[src/rtl/j_pow_graph_if.sv]
// ============================================================================
// Module      : j_pow_graph_if
// Description : Start/argument/end handshake bundle for the j_pow_graph power unit.
// Revision    : 1.0 - initial release
// ============================================================================
`default_nettype none

interface j_pow_graph_if;
  logic        start_in;
  logic        start_valid;
  logic        start_ready;
  logic [31:0] x_din;
  logic        x_valid_in;
  logic        x_ready_out;
  logic [31:0] n_din;
  logic        n_valid_in;
  logic        n_ready_out;
  logic [31:0] end_out;
  logic        end_valid;
  logic        end_ready;

  modport master (
    output start_in, start_valid, x_din, x_valid_in, n_din, n_valid_in, end_ready,
    input  start_ready, x_ready_out, n_ready_out, end_out, end_valid
  );

  modport slave (
    input  start_in, start_valid, x_din, x_valid_in, n_din, n_valid_in, end_ready,
    output start_ready, x_ready_out, n_ready_out, end_out, end_valid
  );
endinterface

`default_nettype wire

[src/rtl/j_pow_graph.sv]
// ============================================================================
// Module      : j_pow_graph
// Description : end_out = x^n (low 32 bits) by repeated multiplication.
//               Optional macro JPOW_ARG_HANDSHAKE_EN gates accept on x/n valid.
// Revision    : 1.0 - initial release
// ============================================================================
`default_nettype none

module j_pow_graph (
  input  wire           clk,
  input  wire           rst,
  j_pow_graph_if.slave  bus
);

  typedef enum logic [1:0] {
    S_IDLE = 2'd0,
    S_LOOP = 2'd1,
    S_DONE = 2'd2
  } state_t;

  state_t             r_state;
  logic        [31:0] r_xr;
  logic signed [31:0] r_nr;
  logic        [31:0] r_acc;
  logic               r_start_ready;
  logic               r_end_valid;
  logic        [31:0] r_end_out;

  logic               w_args_ok;
  logic               w_accept;

`ifdef JPOW_ARG_HANDSHAKE_EN
  assign w_args_ok = bus.x_valid_in & bus.n_valid_in;
`else
  logic w_unused_arg_valid;
  assign w_unused_arg_valid = bus.x_valid_in & bus.n_valid_in;
  assign w_args_ok          = 1'b1;
`endif

  assign w_accept = (r_state == S_IDLE) & bus.start_valid & bus.start_in & w_args_ok;

  // Outputs are registered and state-decoded so end_valid never glitches.
  always_ff @(posedge clk or negedge rst) begin
    if (!rst) begin
      r_state       <= S_IDLE;
      r_xr          <= 32'd0;
      r_nr          <= 32'sd0;
      r_acc         <= 32'd0;
      r_start_ready <= 1'b1;
      r_end_valid   <= 1'b0;
      r_end_out     <= 32'd0;
    end else begin
      case (r_state)
        S_IDLE: begin
          if (w_accept) begin
            r_xr          <= bus.x_din;
            r_nr          <= $signed(bus.n_din);
            r_acc         <= 32'd1;
            r_start_ready <= 1'b0;
            r_state       <= S_LOOP;
          end
        end
        S_LOOP: begin
          if (r_nr > 32'sd0) begin
            r_acc <= r_acc * r_xr;
            r_nr  <= r_nr - 32'sd1;
          end else begin
            r_end_valid <= 1'b1;
            r_end_out   <= r_acc;
            r_state     <= S_DONE;
          end
        end
        S_DONE: begin
          if (bus.end_ready) begin
            r_end_valid   <= 1'b0;
            r_end_out     <= 32'd0;
            r_start_ready <= 1'b1;
            r_state       <= S_IDLE;
          end
        end
        default: begin
          r_end_valid   <= 1'b0;
          r_end_out     <= 32'd0;
          r_start_ready <= 1'b1;
          r_state       <= S_IDLE;
        end
      endcase
    end
  end

  assign bus.start_ready = r_start_ready;
  assign bus.x_ready_out = r_start_ready;
  assign bus.n_ready_out = r_start_ready;
  assign bus.end_valid   = r_end_valid;
  assign bus.end_out     = r_end_out;

endmodule

`default_nettype wire

[src/flat_wrapper.sv]
// flat-port wrapper written by rule: the top's interface ports become plain ports
module j_pow_graph_flat 
  (clk, rst, bus_start_in, bus_start_valid, bus_x_din, bus_x_valid_in, bus_n_din, bus_n_valid_in, bus_end_ready, bus_start_ready, bus_x_ready_out, bus_n_ready_out, bus_end_out, bus_end_valid);
  j_pow_graph_if bus_i ();
  input  wire clk;
  input  wire rst;
  input wire logic [$bits(bus_i.start_in)-1:0] bus_start_in;
  input wire logic [$bits(bus_i.start_valid)-1:0] bus_start_valid;
  input wire logic [$bits(bus_i.x_din)-1:0] bus_x_din;
  input wire logic [$bits(bus_i.x_valid_in)-1:0] bus_x_valid_in;
  input wire logic [$bits(bus_i.n_din)-1:0] bus_n_din;
  input wire logic [$bits(bus_i.n_valid_in)-1:0] bus_n_valid_in;
  input wire logic [$bits(bus_i.end_ready)-1:0] bus_end_ready;
  output wire logic [$bits(bus_i.start_ready)-1:0] bus_start_ready;
  output wire logic [$bits(bus_i.x_ready_out)-1:0] bus_x_ready_out;
  output wire logic [$bits(bus_i.n_ready_out)-1:0] bus_n_ready_out;
  output wire logic [$bits(bus_i.end_out)-1:0] bus_end_out;
  output wire logic [$bits(bus_i.end_valid)-1:0] bus_end_valid;
  assign bus_i.start_in = bus_start_in;
  assign bus_i.start_valid = bus_start_valid;
  assign bus_i.x_din = bus_x_din;
  assign bus_i.x_valid_in = bus_x_valid_in;
  assign bus_i.n_din = bus_n_din;
  assign bus_i.n_valid_in = bus_n_valid_in;
  assign bus_i.end_ready = bus_end_ready;
  assign bus_start_ready = bus_i.start_ready;
  assign bus_x_ready_out = bus_i.x_ready_out;
  assign bus_n_ready_out = bus_i.n_ready_out;
  assign bus_end_out = bus_i.end_out;
  assign bus_end_valid = bus_i.end_valid;
  j_pow_graph u_core (.clk(clk), .rst(rst), .bus(bus_i));
endmodule
[config.mk]
export PLATFORM = sky130hd
export DESIGN_NAME = j_pow_graph_flat
export DESIGN_NICKNAME = d
export VERILOG_FILES = /design/src/rtl/j_pow_graph_if.sv /design/src/rtl/j_pow_graph.sv /design/src/flat_wrapper.sv
export SDC_FILE = /design/constraint.sdc
export NUM_CORES = 1
export LEC_CHECK = 0
export CAP_MARGIN = 15
export CORE_MARGIN = 5
export CORE_UTILIZATION = 55
export CTS_CLUSTER_SIZE = 14
export DETAILED_ROUTE_END_ITERATION = 16
export GPL_TIMING_DRIVEN = 0
export PLACE_DENSITY_LB_ADDON = 0.2
export SYNTH_ARGS = -nofsm -noshare
export SYNTH_HDL_FRONTEND = slang
export SYNTH_SLANG_ARGS = --single-unit
[constraint.sdc]
create_clock -name clk -period 18.3 [get_ports clk]
set_input_delay 2.745 -clock clk [delete_from_list [all_inputs] [get_ports clk]]
set_output_delay 2.745 -clock clk [all_outputs]
set_load 0.005 [all_outputs]
Word-level counts from Yosys, hierarchy flattened:

Index checks and enable logic that the tools add are counted.

* register bits after elaboration: 132
* bits of input ports: 71
* output and inout bits: 36
* word-level logic and storage cells: 46

* add/subtract/negate cells: 1
* $mul: 1
* magnitude comparators: 1
* equality and inequality tests: 6
* muxes and demuxes: 19
* bitwise logic cells: 4
* reductions and logical operators: 7

Operators by type and width (number)
* $mux 32: 6
* $pmux 32 s2: 2
* $pmux 32 s3: 1
* $gt 32x1->1 const B: 1
* $mul 32x32->32: 1
* $sub 32x2->32 const B: 1
* $reduce_and 3->1: 4
* $mux 2: 3
* $pmux 1 s3: 2
* $pmux 2 s3: 1
* $mux 1: 4
* $ne 2x1->1 const B: 2
* $ne 2x2->1 const B: 2
* $and 1x1->1: 2
* $eq 2x1->1 const B: 1
* $eq 2x2->1 const B: 1
* $logic_not 2->1: 1
* $not 1->1: 2
* $reduce_and 2->1: 1
* $reduce_bool 2->1: 1

Logic depth before layout (Yosys ltp):

* word-level depth: 5
* gate-level depth with buffers: 27
* gate-level depth less buffers: 24

Least setup slack after synthesis:

Ideal clock, no wire load.

* kind: register to register
* start point: register u_core.r_acc[14]
* end point: register u_core.r_acc[30]
* library setup time: 95 ps
* arrival time: 7090 ps
* data required time: 18205 ps
* setup slack: 11114 ps
* cell stages (with the launch flop): 25
* path buffers: 2
* path through: dfrtp_1 clkbuf_1 clkbuf_1 and2_1 fa_1 inv_1 fa_1 fa_1 fa_1 inv_1 fa_1 inv_1 fa_1 inv_1 fa_1 fa_1 ha_1 or2_1 a21o_1 a311o_1 or4b_1 a21oi_1 nor3b_1 o31a_1 o31ai_1

* cells in the longest elaborated chain, start to end: 3

RTL lines
* start, declared: RTL line j_pow_graph.sv:24 `logic [31:0] r_acc;`
* start signal, assigned: RTL line j_pow_graph.sv:65 `r_acc <= r_acc * r_xr;`
* $mul 32x32->32: RTL line j_pow_graph.sv:65
* $mux 32: RTL line j_pow_graph.sv:64 `if (r_nr > 32'sd0) begin`
* $pmux 32 s2: RTL line j_pow_graph.sv:53 `case (r_state)`

Every way passes these cells. The select of a mux whose other input is x is not followed.
A chain may end at the register's enable or synchronous reset.

Worst setup path in the final report:

* start point: register u_core.r_acc[7]
* end point: register u_core.r_acc[31]

The elaborated chain is that of the path after synthesis.

==> run_results.csv <==
group,metric,value,unit
routing,wl,72100,um
synthesis,ys_seq_area_frac,0.154,
critical_path,critPathMaxFanout,10,
finish,area_growth,10.7,%
critical_path,crit_chain,"clkbuf_1 -> clkbuf_1 -> nand2_1 -> fa_1 -> inv_1 -> fa_1 -> fa_1 -> inv_1 -> fa_1 -> inv_1 -> fa_1 -> inv_1 -> fa_1 -> inv_1 -> fa_1 -> fa_1 -> ha_1 -> nand3_1 -> or4_1 -> o32ai_1 -> a21oi_1 -> o31ai_1 -> xnor2_1 -> o21ai_0",
synthesis,async_flop_share,1.00,
clock_tree,post_cts_resized,0,
clock_tree,htreeDepth,4,
grt,grt_max_degree,88,
grt,antenna_found_initial,1,
synthesis,synth_nets,2951,
clock_tree,cts_max_path_buffers,2,
grt,grt_pass1_wl,111000,um
run_status,status,"complete, no violations",
routing,avgViaCountPerCell,5.82,
sta,timing.final.max_slew_violations,0,
sta,setup_slack,9.05,ns
sta,max-slew-margin-rel,0.161,
finish,nNetsFinal,3075,
synthesis,ys_ff_latch,132,
floorplan,initial_core_util,0.555,
critical_path,endpoint_kind,"flop",
sta,layout_min_cycle_time,9.25,ns
finish,multi_input_area,0.0162,mm^2
grt,grt-ovfl-total,0,
synthesis,synthDistinctLibCells,64,
floorplan,die_area,0.0431,mm^2
clock_tree,clk_pin_slew_worst_paths,0.06,ns
critical_path,crit_top_cell,"fa_1",
floorplan,io_pins,107,
sta,tns,0,ns
routing,drt-initial-drc-count,1738,
place,post-place-ws,9.26,ns
routing,dr.pass1.iters,6,
critical_path,slowest_stage,"clkbuf_1",
finish,mostFrequentLayoutCells,"fa_1 (408), inv_1 (389), nand2_1 (354)",
routing,postRouteAntennaNets,0,
sta,hold_viol_final,0,
synthesis,synth_area,0.0215,mm^2
synthesis,synth_edf_count,0,
finish,postLayoutCoreUtil,0.615,
clock_tree,cts-root-buf,"clkbuf_16",
place,gp_congestion,1.01,
finish,drive_above_1_share,0.0230,
place,dp_hpwl,56200,um
synthesis,syn_inst,2348,
sta,timing.fmax,108,MHz
clock_tree,cts_tree,"done",
critical_path,crit_buf_inv,7,
routing,dr_total_vias,17495,
critical_path,startpoint_type,"flop",
place,post_dp_cell_area,0.0232,mm^2
floorplan,coreArea,0.0386,mm^2
synthesis,synth_top_flop_cell,"dfrtp_1",
floorplan,die_h,208,um
clock_tree,hold_buffers,0,
critical_path,slowest_delay,0.82,ns
routing,wl_per_cell,24.0,um
place,io_buffer_count,104,
critical_path,required,18.60,ns
synthesis,syn_area_per_cell,9.14,um^2
sta,rsz0062_at_grt,"no",
synthesis,yosys_warnings,0,
run,cap_violations,0,
grt,grt_util_all_layers,0.339,
floorplan,die_w,208,um
sta,min_period_over_period,0.505,
critical_path,critPathTopFamily,"adder cells",
finish,final_area,0.0238,mm^2
finish,fillCellCount,3318,
clock_tree,cts_setup_buffers,0,
worst_hold_path,hold_class,"reg -> reg",
critical_path,worstPathArrival,9.55,ns
critical_path,path_class,"reg -> reg",
sta,fin_skew,0.00955,ns
routing,drc,0,
finish,layout_commonest_cell,"fa_1",
clock_tree,clkLatencyLatePin,0.44,ns
finish,seqCellArea,0.00330,mm^2
sta,setup_violations,0,
clock_tree,clock-sinks,132,
grt,grt_pass1_vias,18485,
sta,worstMarginPinSlew,1.26,ns
floorplan,row_count,72,
clock_tree,numCtsBuffers,17,
## cell type report
class / count / share of cell area
antenna: 4 / 0.000421
buffer: 139 / 0.0227
clock buffer: 19 / 0.0186
clock inverter: 11 / 0.00532
inverter: 390 / 0.0616
multi-input combinational: 1687 / 0.680
sequential: 132 / 0.139
tap: 518 / 0.0273
timing repair buffer: 105 / 0.0450
## stage by stage
step,cells,hold WS (ns)
finish,3005,0.505
CTS,3001,0.504
detailed placement,2971,0.490
global route,3001,0.533
floorplan,2348,0.446
global placement,2970,0.462
## state kept, by name (all words and copies together) (netlist names)
| name | count |
|---|---|
| u_core.r_state | 2 |
| u_core.bus.end_out | 32 |
| u_core.r_xr | 32 |
| u_core.r_acc | 32 |
| u_core.bus.n_ready_out | 1 |
| u_core.r_nr | 32 |
| u_core.bus.end_valid | 1 |
## routing by layer
layer / track usage / wire (um) / up-vias
met5: 0 / 13 / -
met4: 0.160 / 4350 / 2
met3: 0.0901 / 8040 / 217
met2: 0.519 / 31800 / 976
met1: 0.454 / 27900 / 8906
li1: - / - / 7394
## cell families after synthesis
| family | share of synthesized area |
|---|---|
| and+or+nand+nor | 0.195 |
| adders and majority gates | 0.453 |
| AOI/OAI and AO/OA | 0.0699 |
| DFF | 0.154 |
| muxes | 0.000933 |
| buffers and inverters | 0.0934 |
| xor gates and xnor gates | 0.0341 |
## Yosys cell counts, drive strengths merged (3+ instances only)
master | count | area [um^2]
and2 | 311 | 1950
o32ai | 4 | 35.0
ha | 124 | 1550
a31oi | 6 | 37.5
dfrtp | 131 | 3280
or4 | 7 | 60.1
fa | 408 | 8170
buf | 13 | 65.1
nor2b | 4 | 25.0
nor3 | 23 | 115
a22o | 32 | 280
or2 | 7 | 43.8
nor2 | 50 | 188
nor4 | 7 | 43.8
nor3b | 4 | 35.0
xor2 | 17 | 149
nand3 | 46 | 230
nand2b | 7 | 43.8
inv | 390 | 1460
clkbuf | 126 | 475
a21oi | 64 | 324
o22a | 5 | 43.8
o211ai | 6 | 45.0
o22ai | 6 | 37.5
xnor2 | 64 | 561
nand2 | 354 | 1330
o21ai | 63 | 315
a21o | 6 | 45.0
o31ai | 8 | 60.1
nand4 | 3 | 18.8
o21a | 10 | 75.1
o21bai | 7 | 52.6
or3 | 7 | 48.8
## path summary, 6_finish.rpt
check / from / endpoint / slack, ns / cells after the start
min: u_core.r_xr[31] / u_core.r_xr[31] / 0.50 / 2
max in group asynchronous: rst / u_core.bus.n_ready_out / 15.26 / 2
max reg2reg: u_core.r_acc[7] / u_core.r_acc[31] / 9.05 / 24
min reg2reg: u_core.r_xr[31] / u_core.r_xr[31] / 0.50 / 2
min in group asynchronous: rst / u_core.r_nr[2] / 2.23 / 1
max: u_core.r_acc[7] / u_core.r_acc[31] / 9.05 / 24
## worst register-to-register path: cells and delay by family, from the launching register on
kind | cells | cell delay [ns]
AO/OA/AOI/OAI | 4 | 1.50
buffers and inverters | 7 | 1.88
XOR/XNOR | 1 | 0.18
AND/OR/NAND/NOR | 3 | 0.96
adder cells (fa/ha/maj) | 9 | 4.26
flip-flops | 1 | 0.33
Power is not shown: default switching activity piles up to over one toggle a cycle in this logic, so the estimate is an artifact.
